**config.mk**
```make
export PLATFORM = sky130hd
export DESIGN_NAME = level_sequencer_flat
export DESIGN_NICKNAME = d
export VERILOG_FILES = /design/src/rtl/level_sequencer_pkg.sv /design/src/rtl/level_sequencer_if.sv /design/src/rtl/level_speed_ticker.sv /design/src/rtl/level_sequencer.sv /design/src/flat_wrapper.sv
export SDC_FILE = /design/constraint.sdc
export NUM_CORES = 1
export LEC_CHECK = 0
export BUFFER_PORTS_ARGS = -buffer_cell sky130_fd_sc_hd__buf_2
export CORE_ASPECT_RATIO = 0.7
export CORE_MARGIN = 4
export CORE_UTILIZATION = 64
export CTS_CLUSTER_SIZE = 20
export DETAILED_ROUTE_END_ITERATION = 10
export PLACE_DENSITY = 0.84
export SLEW_MARGIN = 20
export SYNTH_ARGS = -nofsm -noshare
export SYNTH_HDL_FRONTEND = slang
export SYNTH_SLANG_ARGS = --single-unit
```
**constraint.sdc**
```tcl
create_clock -name CLOCK_50 -period 6.3 [get_ports CLOCK_50]
set_input_delay 0.315 -clock CLOCK_50 [delete_from_list [all_inputs] [get_ports CLOCK_50]]
set_output_delay 0.315 -clock CLOCK_50 [all_outputs]
set_load 0.01 [all_outputs]
```
**src/rtl/level_sequencer_pkg.sv**
```systemverilog
// Shared types and constants for the Frogger level sequencer and its downstream comparator.
package level_sequencer_pkg;
    typedef logic [1:0] level_t;
    typedef logic [1:0] state_t;

    localparam state_t IDLE = 2'd0;
    localparam state_t PLAY = 2'd1;
    localparam state_t WIN  = 2'd2;

    // Final level; the comparator flags this value.
    localparam level_t LEVEL_MAX = 2'd3;
endpackage

```
**src/rtl/level_sequencer_if.sv**
```systemverilog
// Game-control inputs and progress outputs of the level sequencer.
interface level_sequencer_if;
    logic       start_InLow;
    logic       frog_arrive_InHigh;
    logic       frog_dead_InHigh;
    logic [1:0] level_OutBUS;
    logic [2:0] crossings_OutBUS;
    logic       speed_tick_OutHigh;
    logic       level_up_OutHigh;
    logic       playing_OutHigh;
    logic       win_OutHigh;

    modport master (
        output start_InLow, frog_arrive_InHigh, frog_dead_InHigh,
        input  level_OutBUS, crossings_OutBUS, speed_tick_OutHigh,
               level_up_OutHigh, playing_OutHigh, win_OutHigh
    );

    modport slave (
        input  start_InLow, frog_arrive_InHigh, frog_dead_InHigh,
        output level_OutBUS, crossings_OutBUS, speed_tick_OutHigh,
               level_up_OutHigh, playing_OutHigh, win_OutHigh
    );
endinterface

```
**src/rtl/level_speed_ticker.sv**
```systemverilog
// Level-dependent traffic pacing tick: one pulse every BASE_PERIOD - level*PERIOD_STEP clocks.
module level_speed_ticker
    import level_sequencer_pkg::*;
#(
    parameter int unsigned                TICK_DATAWIDTH = 23,
    parameter logic [TICK_DATAWIDTH-1:0]  BASE_PERIOD    = TICK_DATAWIDTH'(4_000_000),
    parameter logic [TICK_DATAWIDTH-1:0]  PERIOD_STEP    = TICK_DATAWIDTH'(1_000_000)
) (
    input  logic   clk_i,
    input  logic   rst_i,
    input  logic   en_i,
    input  logic   clr_i,
    input  level_t level_i,
    output logic   tick_o
);
    logic [TICK_DATAWIDTH-1:0] period;
    logic [TICK_DATAWIDTH-1:0] cnt_q, cnt_d;
    logic                      last;
    logic                      tick_q, tick_d;

    assign period = BASE_PERIOD - TICK_DATAWIDTH'(level_i) * PERIOD_STEP;
    assign last   = (cnt_q == period - TICK_DATAWIDTH'(1));

    // The tick is judged on the old count, so a clear on the same edge never swallows it.
    always_comb begin
        cnt_d  = cnt_q + TICK_DATAWIDTH'(1);
        if (!en_i || clr_i || last) cnt_d = '0;
        tick_d = en_i && last;
    end

    always_ff @(posedge clk_i or posedge rst_i) begin
        if (rst_i) begin
            cnt_q  <= '0;
            tick_q <= 1'b0;
        end else begin
            cnt_q  <= cnt_d;
            tick_q <= tick_d;
        end
    end

    assign tick_o = tick_q;
endmodule

```
**src/rtl/level_sequencer.sv**
```systemverilog
// Frogger game-progress sequencer: counts crossings, advances the level, paces traffic.
module level_sequencer
    import level_sequencer_pkg::*;
#(
    parameter int unsigned                CROSSINGS_PER_LEVEL = 4,
    parameter int unsigned                TICK_DATAWIDTH      = 23,
    parameter logic [TICK_DATAWIDTH-1:0]  BASE_PERIOD         = TICK_DATAWIDTH'(4_000_000),
    parameter logic [TICK_DATAWIDTH-1:0]  PERIOD_STEP         = TICK_DATAWIDTH'(1_000_000)
) (
    input  logic              CLOCK_50,
    input  logic              RESET_InHigh,
    level_sequencer_if.slave  bus
);
    state_t     state_q, state_d;
    level_t     level_q, level_d;
    logic [2:0] cross_q, cross_d;
    logic       lvlup_q, lvlup_d;
    logic       playing_q, playing_d;
    logic       win_q, win_d;
    logic       start_prev_q, arrive_prev_q, dead_prev_q;

    logic       start_fall, arrive_rise, dead_rise;
    logic       arrive_ok, full;
    logic [2:0] cross_inc;

    assign start_fall  = start_prev_q & ~bus.start_InLow;
    assign arrive_rise = bus.frog_arrive_InHigh & ~arrive_prev_q;
    assign dead_rise   = bus.frog_dead_InHigh & ~dead_prev_q;

    // A death on the same cycle discards the arrival.
    assign arrive_ok = (state_q == PLAY) && arrive_rise && !dead_rise;
    assign cross_inc = cross_q + 3'd1;
    assign full      = arrive_ok && (cross_inc == 3'(CROSSINGS_PER_LEVEL));

    always_ff @(posedge CLOCK_50 or posedge RESET_InHigh) begin
        if (RESET_InHigh) state_q <= IDLE;
        else              state_q <= state_d;
    end

    always_comb begin
        state_d = state_q;
        case (state_q)
            IDLE:    if (start_fall) state_d = PLAY;
            PLAY:    if (full && level_q == LEVEL_MAX) state_d = WIN;
            WIN:     if (start_fall) state_d = IDLE;
            default: state_d = IDLE;
        endcase
    end

    always_comb begin
        level_d   = level_q;
        cross_d   = cross_q;
        lvlup_d   = 1'b0;
        if (state_q == IDLE && start_fall) begin
            level_d = '0;
            cross_d = '0;
        end else if (state_q == PLAY) begin
            if (dead_rise) begin
                cross_d = '0;
            end else if (full && level_q != LEVEL_MAX) begin
                level_d = level_q + 2'd1;
                cross_d = '0;
                lvlup_d = 1'b1;
            end else if (arrive_ok) begin
                cross_d = cross_inc;
            end
        end
        playing_d = (state_d == PLAY);
        win_d     = (state_d == WIN);
    end

    always_ff @(posedge CLOCK_50 or posedge RESET_InHigh) begin
        if (RESET_InHigh) begin
            level_q       <= '0;
            cross_q       <= '0;
            lvlup_q       <= 1'b0;
            playing_q     <= 1'b0;
            win_q         <= 1'b0;
            start_prev_q  <= 1'b1;
            arrive_prev_q <= 1'b0;
            dead_prev_q   <= 1'b0;
        end else begin
            level_q       <= level_d;
            cross_q       <= cross_d;
            lvlup_q       <= lvlup_d;
            playing_q     <= playing_d;
            win_q         <= win_d;
            start_prev_q  <= bus.start_InLow;
            arrive_prev_q <= bus.frog_arrive_InHigh;
            dead_prev_q   <= bus.frog_dead_InHigh;
        end
    end

    level_speed_ticker #(
        .TICK_DATAWIDTH (TICK_DATAWIDTH),
        .BASE_PERIOD    (BASE_PERIOD),
        .PERIOD_STEP    (PERIOD_STEP)
    ) u_ticker (
        .clk_i   (CLOCK_50),
        .rst_i   (RESET_InHigh),
        .en_i    (state_d == PLAY),
        .clr_i   (lvlup_d || state_q != PLAY),
        .level_i (level_q),
        .tick_o  (bus.speed_tick_OutHigh)
    );

    assign bus.level_OutBUS     = level_q;
    assign bus.crossings_OutBUS = cross_q;
    assign bus.level_up_OutHigh = lvlup_q;
    assign bus.playing_OutHigh  = playing_q;
    assign bus.win_OutHigh      = win_q;
endmodule

```
**src/flat_wrapper.sv**
```systemverilog
// flat-port wrapper written by rule: the top's interface ports become plain ports
module level_sequencer_flat import level_sequencer_pkg::*;
#(
    parameter int unsigned                CROSSINGS_PER_LEVEL = 4,
    parameter int unsigned                TICK_DATAWIDTH      = 23,
    parameter logic [TICK_DATAWIDTH-1:0]  BASE_PERIOD         = TICK_DATAWIDTH'(4_000_000),
    parameter logic [TICK_DATAWIDTH-1:0]  PERIOD_STEP         = TICK_DATAWIDTH'(1_000_000)
)
  (CLOCK_50, RESET_InHigh, bus_start_InLow, bus_frog_arrive_InHigh, bus_frog_dead_InHigh, bus_level_OutBUS, bus_crossings_OutBUS, bus_speed_tick_OutHigh, bus_level_up_OutHigh, bus_playing_OutHigh, bus_win_OutHigh);
  level_sequencer_if bus_i ();
  input  logic CLOCK_50;
  input  logic RESET_InHigh;
  input wire logic [$bits(bus_i.start_InLow)-1:0] bus_start_InLow;
  input wire logic [$bits(bus_i.frog_arrive_InHigh)-1:0] bus_frog_arrive_InHigh;
  input wire logic [$bits(bus_i.frog_dead_InHigh)-1:0] bus_frog_dead_InHigh;
  output wire logic [$bits(bus_i.level_OutBUS)-1:0] bus_level_OutBUS;
  output wire logic [$bits(bus_i.crossings_OutBUS)-1:0] bus_crossings_OutBUS;
  output wire logic [$bits(bus_i.speed_tick_OutHigh)-1:0] bus_speed_tick_OutHigh;
  output wire logic [$bits(bus_i.level_up_OutHigh)-1:0] bus_level_up_OutHigh;
  output wire logic [$bits(bus_i.playing_OutHigh)-1:0] bus_playing_OutHigh;
  output wire logic [$bits(bus_i.win_OutHigh)-1:0] bus_win_OutHigh;
  assign bus_i.start_InLow = bus_start_InLow;
  assign bus_i.frog_arrive_InHigh = bus_frog_arrive_InHigh;
  assign bus_i.frog_dead_InHigh = bus_frog_dead_InHigh;
  assign bus_level_OutBUS = bus_i.level_OutBUS;
  assign bus_crossings_OutBUS = bus_i.crossings_OutBUS;
  assign bus_speed_tick_OutHigh = bus_i.speed_tick_OutHigh;
  assign bus_level_up_OutHigh = bus_i.level_up_OutHigh;
  assign bus_playing_OutHigh = bus_i.playing_OutHigh;
  assign bus_win_OutHigh = bus_i.win_OutHigh;
  level_sequencer #(.CROSSINGS_PER_LEVEL(CROSSINGS_PER_LEVEL), .TICK_DATAWIDTH(TICK_DATAWIDTH), .BASE_PERIOD(BASE_PERIOD), .PERIOD_STEP(PERIOD_STEP)) u_core (.CLOCK_50(CLOCK_50), .RESET_InHigh(RESET_InHigh), .bus(bus_i));
endmodule
```
==> impl_metrics.env <==
export IMPL_yosysSeqAreaShare=0.476
export IMPL_dpl_cell_count=236
export IMPL_viasPerCell=5.64
export IMPL_drt_pass1_iter_count=6
export IMPL_die_h_microns=54.2
export IMPL_grtUsageTotal=0.216
export IMPL_worst_setup_path_type="register to register"
export IMPL_finalSetupTns_ns=0
export IMPL_htree_num_levels=2
export IMPL_cts_resized=0
export IMPL_cp_end_kind="register"
export IMPL_preCtsSetupSlack_ns=3.96
export IMPL_final_cell_area_sq_mm=0.00215
export IMPL_ant_nets=0
export IMPL_cts_buffers=5
export IMPL_ios=14
export IMPL_synth_top_family_by_area="simple AND/OR/NAND/NOR gates"
export IMPL_hold_violations=0
export IMPL_layout_drive_gt1_share=0.149
export IMPL_drv_slew=0
export IMPL_io_buffers=13
export IMPL_min_delay_path_class="input pin to async pin"
export IMPL_dp_hpwl_microns=2820
export IMPL_max_freq_mhz=422
export IMPL_cts_buffer_depth=2
export IMPL_ys_warn_count=0
export IMPL_antenna_found_initial=0
export IMPL_n_antenna_cell=0
export IMPL_maxCapViolations=0
export IMPL_synth_fp_nets=205
export IMPL_core_area_sq_mm=0.00286
export IMPL_synth_cell_types=40
export IMPL_grt_max_degree=38
export IMPL_postCtsSetupRepairBufs=0
export IMPL_root_buffer="clkbuf_8"
export IMPL_tightestPinTransition_ns=0.794
export IMPL_grt_pass1_vias=1387
export IMPL_cts_tree="built"
export IMPL_dr_total_vias=1377
export IMPL_worst_clock_skew_ns=0.00524
export IMPL_post_route_period_util=0.377
export IMPL_worstPathArrival_ns=2.52
export IMPL_vdd_ir_drop_max_mv=0.224
export IMPL_status="finished, final reports clean"
export IMPL_synth_area_mux_share=0.00513
export IMPL_detailed_place_area_sq_mm=0.00205
export IMPL_clk_latency_ns=0.28
export IMPL_clock_sinks=37
export IMPL_finalPower_mw=0.658
export IMPL_syn_avg_cell_area_sq_um=10.3
export IMPL_clk_pin_slew_worst_paths_ns=0.07
export IMPL_synth_compound_area_frac=0.0539
export IMPL_synth_xor_area_frac=0.126
export IMPL_wl_per_cell_microns=15.7
export IMPL_grt_overflow=0
export IMPL_synth_fa_ha_area_frac=0.0706
export IMPL_wl_microns=3820
export IMPL_ys_ff_latch=37
export IMPL_cts_hold_buf=0
export IMPL_rows=16
export IMPL_p_leak_nw=1.05
export IMPL_period_needed_ns=2.37
export IMPL_fill_cells=200
export IMPL_fin_ws_ns=3.93
export IMPL_slew_headroom=0.466
export IMPL_drt_iter0_markers=76
export IMPL_nets=223
export IMPL_route_detailed_drc=0
export IMPL_gp_congestion=0.878
export IMPL_start_util=0.681
export IMPL_synthToLayoutAreaGrowth_pct=10.2
export IMPL_synthCells=189
export IMPL_start_kind="register"
export IMPL_worst_ep_required_time_ns=6.44
export IMPL_die_w_microns=74.0
export IMPL_final_cells=244
export IMPL_grt_pass1_wl_microns=6380
export IMPL_setup_viol=0
export IMPL_power_density_mw_per_mm2=306
export IMPL_synth_area_sq_mm=0.00195
export IMPL_rsz0062_at_grt="false"
export IMPL_cp_max_fo=19
export IMPL_synth_simple_area_share=0.243
export IMPL_r2r_cells=8
export IMPL_fp_dieArea_sq_mm=0.00401
==> cell families (layout without fill, tap and decap cells) <==
family,after synthesis,after routing
AOI/OAI and AO/OA,14,14
xor gates and xnor gates,28,28
adders and majority gates,11,11
buffers and inverters,11,30
DFF,37,37
muxes,1,1
and+or+nand+nor,87,87
==> cell usage after synthesis <==
cell type  instances  area share
nand4_4            1       0.011
xor2_1            20       0.090
mux2i_1            1      0.0051
and2b_1            1      0.0039
nor2_4             1      0.0058
nor3b_1            1      0.0039
nand4_1            8       0.026
or2_2              1      0.0032
nand3_1           12       0.031
nor2_1            28       0.054
nand4_2            1      0.0064
and4b_1            1      0.0051
or2_1              1      0.0032
inv_1              8       0.015
buf_2              1      0.0026
o31ai_1            2      0.0077
nor4_4             1       0.011
o2111ai_1          1      0.0045
buf_6              1      0.0058
nor2b_1            2      0.0064
and4_1             1      0.0045
o211a_1            1      0.0051
nand3b_1           1      0.0039
nor4_1             1      0.0032
nor3_1             1      0.0026
clkbuf_1           1      0.0019
a21oi_1            3      0.0077
nand2b_1           4       0.013
a21o_1             2      0.0077
o21ai_0            3      0.0077
nor2_2             2      0.0064
xnor2_1            8       0.036
nor4b_1            1      0.0045
o21bai_4           1      0.0096
dfstp_2            1       0.013
and3_1             2      0.0064
ha_1              11       0.071
a21boi_0           1      0.0039
dfrtp_1           36        0.46
nand2_1           15       0.029
==> through the flow <==
step / hold slack [ns] / utilization
2_1_floorplan: 0.319 / -
3_3_place_gp: 0.428 / 0.715
3_5_place_dp: 0.437 / 0.715
4_1_cts: 0.132 / 0.750
5_1_grt: 0.132 / 0.750
6_report: 0.116 / 0.750
==> critical path, cell delays in order (launching register included) <==
cell and delay, ns:
dfrtp_1 0.48, inv_1 0.15, ha_1 0.26, ha_1 0.31
xnor2_1 0.13, a21oi_1 0.12, o2111ai_1 0.19, o21bai_4 0.47
nor2_1 0.12
==> report_power, final <==
part           switching [mW]  internal [mW]  leakage (nW)
clock                  0.0791         0.0988        0.0542
combinational           0.101         0.0738         0.501
sequential             0.0375          0.268         0.489
total                   0.218          0.440          1.05
==> layer usage <==
layer	vias up	routed length [microns]	GRT usage
met5	-	0	0
met4	0	14	0.0542
met3	4	262	0.0616
met2	43	1970	0.372
met1	660	1580	0.272
li1	670	-	-
==> registers in the layout, summed over array words and instances (netlist names), 2 cells and up <==
register and count:
u_core.bus.level_OutBUS 2, u_core.u_ticker.cnt_q 23, u_core.state_q 2, u_core.bus.crossings_OutBUS 3
==> final cells by class <==
type / instances / area [sq um] / share of cell area
clock buffers: 7 / 96.3 / 0.0448
clock inverters: 1 / 5.00 / 0.00233
inverters: 8 / 30.0 / 0.0140
multi-input cells: 141 / 972 / 0.453
flip-flops and latches: 37 / 927 / 0.432
well taps: 36 / 45.0 / 0.0210
repair buffers: 14 / 72.6 / 0.0338
==> path summary, 6_finish.rpt <==
path                                            startpoint                         to  slack, ns
worst max-delay path            u_core.bus.level_OutBUS[0]  u_core.u_ticker.cnt_q[17]       3.93
worst min-delay path                          RESET_InHigh  u_core.u_ticker.cnt_q[13]       0.12
worst max register to register  u_core.bus.level_OutBUS[0]  u_core.u_ticker.cnt_q[17]       3.93
worst min register to register    u_core.u_ticker.cnt_q[0]   u_core.u_ticker.cnt_q[0]       0.49
max in group asynchronous                     RESET_InHigh        u_core.start_prev_q       5.82
min in group CLOCK_50                      bus_start_InLow        u_core.start_prev_q       0.14
==> placed cells by master, fill, tap and decap left out, drive strengths merged, types with 2 or more instances in the layout <==
cell,count
buf,14
ha,11
xor2,20
nor4,2
xnor2,8
a21oi,3
nand3,12
nor2,31
or2,2
nand4,10
inv,8
o21ai,3
o31ai,2
nor2b,2
dfrtp,36
nand2,15
nand2b,4
a21o,2
clkbuf,7
and3,2
No activity file was read; power rests on OpenSTA's default activity.
